File: config.mk
export PLATFORM = sky130hd
export DESIGN_NAME = text_wr_sched_flat
export DESIGN_NICKNAME = d
export VERILOG_FILES = /design/src/rtl/text_wr_sched_if.sv /design/src/rtl/text_wr_sched.sv /design/src/flat_wrapper.sv
export SDC_FILE = /design/constraint.sdc
export NUM_CORES = 1
export LEC_CHECK = 0
export CORE_ASPECT_RATIO = 0.9
export CORE_MARGIN = 8
export CORE_UTILIZATION = 48
export DETAILED_ROUTE_END_ITERATION = 8
export PLACE_DENSITY = 0.86
export SYNTH_ARGS = -nofsm -noshare
export SYNTH_HDL_FRONTEND = slang
export SYNTH_SLANG_ARGS = --single-unit
File: constraint.sdc
create_clock -name clk -period 4.9 [get_ports clk]
set_input_delay 0.98 -clock clk [delete_from_list [all_inputs] [get_ports clk]]
set_output_delay 0.98 -clock clk [all_outputs]
set_load 0.05 [all_outputs]
File: src/rtl/text_wr_sched_if.sv
// Requester and RAM-write bundle for text_wr_sched: packed per-requester
// valid/ready write requests in, registered character-RAM write port out.
interface text_wr_sched_if #(
  parameter int NREQ = 2,
  parameter int AW   = 9
);
  logic [NREQ-1:0]   req_valid;
  logic [5*NREQ-1:0] req_col;
  logic [4*NREQ-1:0] req_row;
  logic [8*NREQ-1:0] req_char;
  logic [NREQ-1:0]   req_ready;
  logic              ram_we;
  logic [AW-1:0]     ram_addr;
  logic [7:0]        ram_wdata;

  modport master (
    output req_valid, req_col, req_row, req_char,
    input  req_ready, ram_we, ram_addr, ram_wdata
  );

  modport slave (
    input  req_valid, req_col, req_row, req_char,
    output req_ready, ram_we, ram_addr, ram_wdata
  );
endinterface

File: src/rtl/text_wr_sched.sv
// Round-robin write scheduler for the text-mode character RAM, with a full-screen clear sequencer.
// Optional CLEAR_ON_RESET_EN: run one full clear on the first clock edge after reset release.
module text_wr_sched #(
  parameter int COLS = 20,
  parameter int ROWS = 15,
  parameter int NREQ = 2,
  parameter int AW   = 9
) (
  input  logic             clk,
  input  logic             resetn,
  input  logic             clr_req,
  text_wr_sched_if.slave   bus,
  output logic             busy,
  output logic             err
);

  localparam int          PW    = (NREQ > 1) ? $clog2(NREQ) : 1;
  localparam int          CELLS = COLS * ROWS;
  localparam logic [7:0]  SPACE = 8'h20;

  typedef enum logic [0:0] {
    S_IDLE  = 1'b0,
    S_CLEAR = 1'b1
  } state_t;

  state_t          r_state;
  logic [PW-1:0]   r_rr_ptr;
  logic [AW-1:0]   r_clr_cnt;
  logic            r_ram_we;
  logic [AW-1:0]   r_ram_addr;
  logic [7:0]      r_ram_wdata;
  logic            r_busy;
  logic            r_err;

  logic            w_found;
  logic [PW-1:0]   w_gidx;
  logic [4:0]      w_col;
  logic [3:0]      w_row;
  logic [7:0]      w_char;
  logic [NREQ-1:0] w_ready;
  logic            w_hs;
  logic [PW-1:0]   w_rr_next;
  logic [AW:0]     w_addr_full;
  logic            w_in_range;
  logic            w_boot;
  logic            w_clr_start;

`ifdef CLEAR_ON_RESET_EN
  logic r_boot;

  // One-shot flag that requests a clear on the first edge after reset release.
  always_ff @(posedge clk or negedge resetn) begin
    if (!resetn) begin
      r_boot <= 1'b1;
    end else begin
      r_boot <= 1'b0;
    end
  end

  assign w_boot = r_boot;
`else
  assign w_boot = 1'b0;
`endif

  assign w_clr_start = clr_req | w_boot;

  // Rotating priority search starting at r_rr_ptr.
  always_comb begin : arb_p
    int v_idx;
    v_idx   = 0;
    w_found = 1'b0;
    w_gidx  = '0;
    w_col   = 5'd0;
    w_row   = 4'd0;
    w_char  = 8'h00;
    for (int k = 0; k < NREQ; k++) begin
      v_idx = int'(r_rr_ptr) + k;
      if (v_idx >= NREQ) begin
        v_idx = v_idx - NREQ;
      end else begin
        v_idx = v_idx;
      end
      if (!w_found && bus.req_valid[v_idx]) begin
        w_found = 1'b1;
        w_gidx  = PW'(v_idx);
        w_col   = bus.req_col[5*v_idx +: 5];
        w_row   = bus.req_row[4*v_idx +: 4];
        w_char  = bus.req_char[8*v_idx +: 8];
      end else begin
        w_found = w_found;
      end
    end
  end

  // Grants are only offered while idle and no clear is starting this cycle.
  always_comb begin
    w_ready = '0;
    if ((r_state == S_IDLE) && !w_clr_start && w_found) begin
      w_ready[w_gidx] = 1'b1;
    end else begin
      w_ready = '0;
    end
  end

  assign w_hs        = |(w_ready & bus.req_valid);
  assign w_rr_next   = (w_gidx == PW'(NREQ - 1)) ? '0 : (w_gidx + PW'(1));
  assign w_addr_full = (AW+1)'(w_row) * (AW+1)'(COLS) + (AW+1)'(w_col);
  assign w_in_range  = ((AW+1)'(w_col) < (AW+1)'(COLS)) &&
                       ((AW+1)'(w_row) < (AW+1)'(ROWS)) &&
                       (w_addr_full < (AW+1)'(CELLS));

  // Scheduler FSM with registered RAM write port, busy and err.
  always_ff @(posedge clk or negedge resetn) begin
    if (!resetn) begin
      r_state     <= S_IDLE;
      r_rr_ptr    <= '0;
      r_clr_cnt   <= '0;
      r_ram_we    <= 1'b0;
      r_ram_addr  <= '0;
      r_ram_wdata <= 8'h00;
      r_busy      <= 1'b0;
      r_err       <= 1'b0;
    end else begin
      case (r_state)
        S_IDLE: begin
          if (w_clr_start) begin
            // Address 0 is issued on the start edge so busy spans exactly CELLS cycles.
            r_state     <= S_CLEAR;
            r_busy      <= 1'b1;
            r_clr_cnt   <= '0;
            r_ram_we    <= 1'b1;
            r_ram_addr  <= '0;
            r_ram_wdata <= SPACE;
            r_err       <= 1'b0;
          end else if (w_hs) begin
            r_rr_ptr <= w_rr_next;
            r_ram_we <= w_in_range;
            r_err    <= ~w_in_range;
            if (w_in_range) begin
              r_ram_addr  <= AW'(w_addr_full);
              r_ram_wdata <= w_char;
            end
          end else begin
            r_ram_we <= 1'b0;
            r_err    <= 1'b0;
          end
        end
        S_CLEAR: begin
          r_err <= 1'b0;
          if (r_clr_cnt == AW'(CELLS - 1)) begin
            r_state  <= S_IDLE;
            r_busy   <= 1'b0;
            r_ram_we <= 1'b0;
          end else begin
            r_clr_cnt   <= r_clr_cnt + AW'(1);
            r_ram_we    <= 1'b1;
            r_ram_addr  <= r_clr_cnt + AW'(1);
            r_ram_wdata <= SPACE;
          end
        end
        default: begin
          r_state  <= S_IDLE;
          r_busy   <= 1'b0;
          r_ram_we <= 1'b0;
          r_err    <= 1'b0;
        end
      endcase
    end
  end

  assign bus.req_ready = w_ready;
  assign bus.ram_we    = r_ram_we;
  assign bus.ram_addr  = r_ram_addr;
  assign bus.ram_wdata = r_ram_wdata;
  assign busy          = r_busy;
  assign err           = r_err;

endmodule
File: src/flat_wrapper.sv
// flat-port wrapper written by rule: the top's interface ports become plain ports
module text_wr_sched_flat 
#(
  parameter int COLS = 20,
  parameter int ROWS = 15,
  parameter int NREQ = 2,
  parameter int AW   = 9
)
  (clk, resetn, clr_req, busy, err, bus_req_valid, bus_req_col, bus_req_row, bus_req_char, bus_req_ready, bus_ram_we, bus_ram_addr, bus_ram_wdata);
  text_wr_sched_if #(.NREQ(NREQ), .AW(AW)) bus_i ();
  input  logic clk;
  input  logic resetn;
  input  logic clr_req;
  output logic busy;
  output logic err;
  input wire logic [$bits(bus_i.req_valid)-1:0] bus_req_valid;
  input wire logic [$bits(bus_i.req_col)-1:0] bus_req_col;
  input wire logic [$bits(bus_i.req_row)-1:0] bus_req_row;
  input wire logic [$bits(bus_i.req_char)-1:0] bus_req_char;
  output wire logic [$bits(bus_i.req_ready)-1:0] bus_req_ready;
  output wire logic [$bits(bus_i.ram_we)-1:0] bus_ram_we;
  output wire logic [$bits(bus_i.ram_addr)-1:0] bus_ram_addr;
  output wire logic [$bits(bus_i.ram_wdata)-1:0] bus_ram_wdata;
  assign bus_i.req_valid = bus_req_valid;
  assign bus_i.req_col = bus_req_col;
  assign bus_i.req_row = bus_req_row;
  assign bus_i.req_char = bus_req_char;
  assign bus_req_ready = bus_i.req_ready;
  assign bus_ram_we = bus_i.ram_we;
  assign bus_ram_addr = bus_i.ram_addr;
  assign bus_ram_wdata = bus_i.ram_wdata;
  text_wr_sched #(.COLS(COLS), .ROWS(ROWS), .NREQ(NREQ), .AW(AW)) u_core (.clk(clk), .resetn(resetn), .clr_req(clr_req), .bus(bus_i), .busy(busy), .err(err));
endmodule
==> run_results.csv, run 1 <==
group,metric,value,unit
yosys,synth_area_leaders,"dfrtp_1, mux2_4, a22o_1",
critical_path,cp.arrival,4.98,ns
detailed_routing,drtIter0Drc,155,
critical_path,worst-path-buf-inv,5,
timing,finalHoldViolCount,0,
place,dpl.hpwl,4840,um
grt,track_usage,0.183,
worst_hold_path,min_path_type,"reg -> reg",
place,gp_congestion,0.867,
pwr,power_frac_comb,0.481,
yosys,yosysUniqueCellTypes,50,
clock_network,clk_pin_slew,0.06,ns
job,drv_cap,0,
critical_path,critPathMaxFanout,11,
die,fp-row-count,23,
die,io_pins,61,
clock_network,h-tree-depth,2,
pwr,power_density,364,nW/um2
cells_and_area,fill_cells,325,
clock_network,holdBufCountCts,0,
cells_and_area,multi_input_area,1260,um2
timing,timing.fmax,208,MHz
clock_network,cts_setup_buffers,0,
die,die_y,79.1,um
critical_path,crit_family,"compound AO/OA/AOI/OAI gates",
critical_path,crit_type,"in -> reg",
grt,grt_pass1_vias,2133,
yosys,synth-async-reset-ratio,1.00,
detailed_routing,postRouteAntennaNets,0,
detailed_routing,drtPass1Iterations,4,
critical_path,cpMaxStageDelayCell,"clkdlybuf4s50_1",
critical_path,cp-end-kind,"flip-flop",
yosys,synth_edf_count,0,
pwr,leakagePower,0.00135,uW
yosys,synth_seq_cells,31,
yosys,synth_top_area_cell,"dfrtp_1",
clock_network,ctsRootBufferMaster,"clkbuf_8",
clock_network,cts_tree,"built",
pwr,seqPwrFrac,0.343,
yosys,yosysMostFrequentCell,"dfrtp_1",
yosys,synth_top_area_share,0.365,
pwr,power_switching,438,uW
pwr,clockPowerShare,0.176,
cells_and_area,nNetsFinal,345,
yosys,yosys-top-cells-count,"dfrtp_1, nand2_1, o21ai_0",
cells_and_area,drive_gt1_frac,0.192,
die,start_util,0.489,
clock_network,clock_path_buffers,2,
timing,hold-worst-slack,0.507,ns
grt,gr-total-overflow,0,
place,portBuffers,60,
pwr,finalPower,1100,uW
timing,setup_viol,0,
cells_and_area,instances_no_fill,359,
place,pre_cts_slack,-0.323,ns
cells_and_area,fin_area,3030,um2
yosys,synth.avg_cell_area,9.98,um2
place,dpl.cell_count,351,
timing,min_period_over_period,0.983,
cells_and_area,final-seq-area,776,um2
critical_path,slowest_delay,0.54,ns
timing,worst_slack,0.0847,ns
detailed_routing,wl_per_cell,17.4,um
yosys,syn_inst,213,
detailed_routing,drc,0,
cells_and_area,area_growth,42.7,%
clock_network,clock_sinks,31,
grt,antenna_found_initial,0,
clock_network,clk_latency,0.29,ns
critical_path,cp_data_required_time,5.06,ns
yosys,synth_nets,262,
yosys,synthFlopType,"dfrtp_1",
yosys,seq_area_frac_synth,0.365,
timing,finalMaxSlewViolations,0,
pwr,ir_drop,0.202,mV
grt,grt_pass1_wl,9950,um
detailed_routing,vias,2010,
critical_path,cp-start-kind,"primary input",
die,die_x,86.2,um
timing,finClkSkew,0.00824,ns
detailed_routing,viasPerCell,5.60,
yosys,synth_area,2130,um2
critical_path,crit_chain,"clkdlybuf4s50_1 > buf_4 > a32oi_4 > inv_1 > ha_1 > ha_1 > inv_1 > fa_1 > nor2b_1 > o21ai_0 > a2111oi_2 > mux2_2 > nor3_1 > o31a_4 > inv_6 > mux2_2",
die,die-area,6820,um2
cells_and_area,antenna_cells,0,
grt,grt_max_degree,32,
die,core,4350,um2
status,status,"finished, final reports clean",
timing,worst_slew_pin_slew,0.577,ns
detailed_routing,wirelength,6260,um
pwr,swShare,0.397,
timing,relSlewSlack,0.610,
place,post_dp_cell_area,2940,um2
timing,min_period,4.82,ns
pwr,internal-power,665,uW
yosys,ys.warnings.count,0,
clock_network,cts_inserted_buffers,5,
[metrics by stage]
| step | TNS, ns | utilization |
|---|---|---|
| 3_3_place_gp | 0 | 0.676 |
| 5_1_grt | -0.0935 | 0.698 |
| 2_1_floorplan | 0 | - |
| 4_1_cts | 0 | 0.695 |
| 3_5_place_dp | -4.14 | 0.676 |
| 6_report | 0 | 0.698 |
[power groups by stage]
stage               sequential [uW]  clock [uW]  combinational, uW
detailed placement              379           0                526
floorplan                       467           0                248
global placement                375           0                513
finish                          378         194                531
CTS                             375         195                528
global route                    385         208                569
[final timing paths]
check                                         from                      end  slack [ns]  cells past startpoint
setup / recovery                  bus_req_valid[1]   u_core.bus.ram_addr[7]        0.08                     16
hold / removal             u_core.bus.ram_wdata[6]  u_core.bus.ram_wdata[6]        0.51                      1
setup reg to reg                   u_core.r_rr_ptr   u_core.bus.ram_addr[7]        0.79                     16
hold reg to reg            u_core.bus.ram_wdata[6]  u_core.bus.ram_wdata[6]        0.51                      1
max in group asynchronous                   resetn  u_core.bus.ram_wdata[0]        3.51                      2
min in group asynchronous                   resetn           u_core.r_state        1.10                      2
[cells in the final DEF, fill, tap and decap left out, types with 7 or more instances in the layout]
cell type	n
a21oi_1	8
ha_1	8
inv_1	13
a22o_1	12
a22o_2	8
dfrtp_1	31
buf_4	24
nand2_1	20
mux2_4	7
nor2_1	13
o21ai_0	15
xor2_1	7
clkdlybuf4s50_1	60
[worst reg2reg max path, delay by kind of cell, from the launching register on]
family / cells / cell delay [ns]
compound gates: 4 / 1.17
fa+ha+maj: 3 / 0.83
mux: 2 / 0.58
simple gates: 3 / 0.51
buf+inv: 4 / 0.47
flops: 1 / 0.44
[cells by family (layout without fill, tap and decap cells)]
| logic type | after synthesis | after routing | share of synthesized area |
|---|---|---|---|
| muxes | 9 | 9 | 0.0600 |
| and+or+nand+nor | 60 | 60 | 0.155 |
| DFF | 31 | 31 | 0.365 |
| buffers and inverters | 22 | 106 | 0.0483 |
| adders and majority gates | 10 | 10 | 0.0659 |
| xor gates and xnor gates | 12 | 12 | 0.0494 |
| AOI/OAI and AO/OA | 69 | 69 | 0.257 |
[state kept, by name, indices dropped and copies added (netlist names)]
name                  count
u_core.bus.ram_we         1
u_core.r_clr_cnt          9
u_core.bus.ram_wdata      8
u_core.r_state            1
u_core.r_rr_ptr           1
u_core.busy               1
u_core.err                1
u_core.bus.ram_addr       9
[repair_timing]
action / CTS / global route
cloned: 0 / 0
resized for setup: 1 / 3
endpoints found under the setup margin: 1 / 16
pin swaps: 0 / 2
[area by class of cell]
| class | instances | share of cell area |
|---|---|---|
| flip-flops and latches | 31 | 0.256 |
| clock buffers | 7 | 0.0252 |
| clock inverters | 1 | 0.00165 |
| well taps | 62 | 0.0256 |
| repair buffers | 84 | 0.257 |
| multi-input cells | 160 | 0.416 |
| inverters | 14 | 0.0190 |
[routing by layer]
layer,vias up,GRT usage,wire length [um]
met5,-,0,0
met4,0,0.0594,73
met3,9,0.0598,451
met2,70,0.330,3290
met1,979,0.198,2440
li1,952,-,-
No activity file was read; power rests on OpenSTA's default activity.
==> inputs of run 2 (changes only) <==
--- a/config.mk
+++ b/config.mk
@@ -9,6 +9,7 @@
 export CORE_MARGIN = 8
 export CORE_UTILIZATION = 48
 export DETAILED_ROUTE_END_ITERATION = 8
+export GPL_ROUTABILITY_DRIVEN = 0
 export PLACE_DENSITY = 0.86
 export SYNTH_ARGS = -nofsm -noshare
 export SYNTH_HDL_FRONTEND = slang
==> results of run 2 <==
Same layout as run 1: the final DEF is identical, and so are final timing and power.
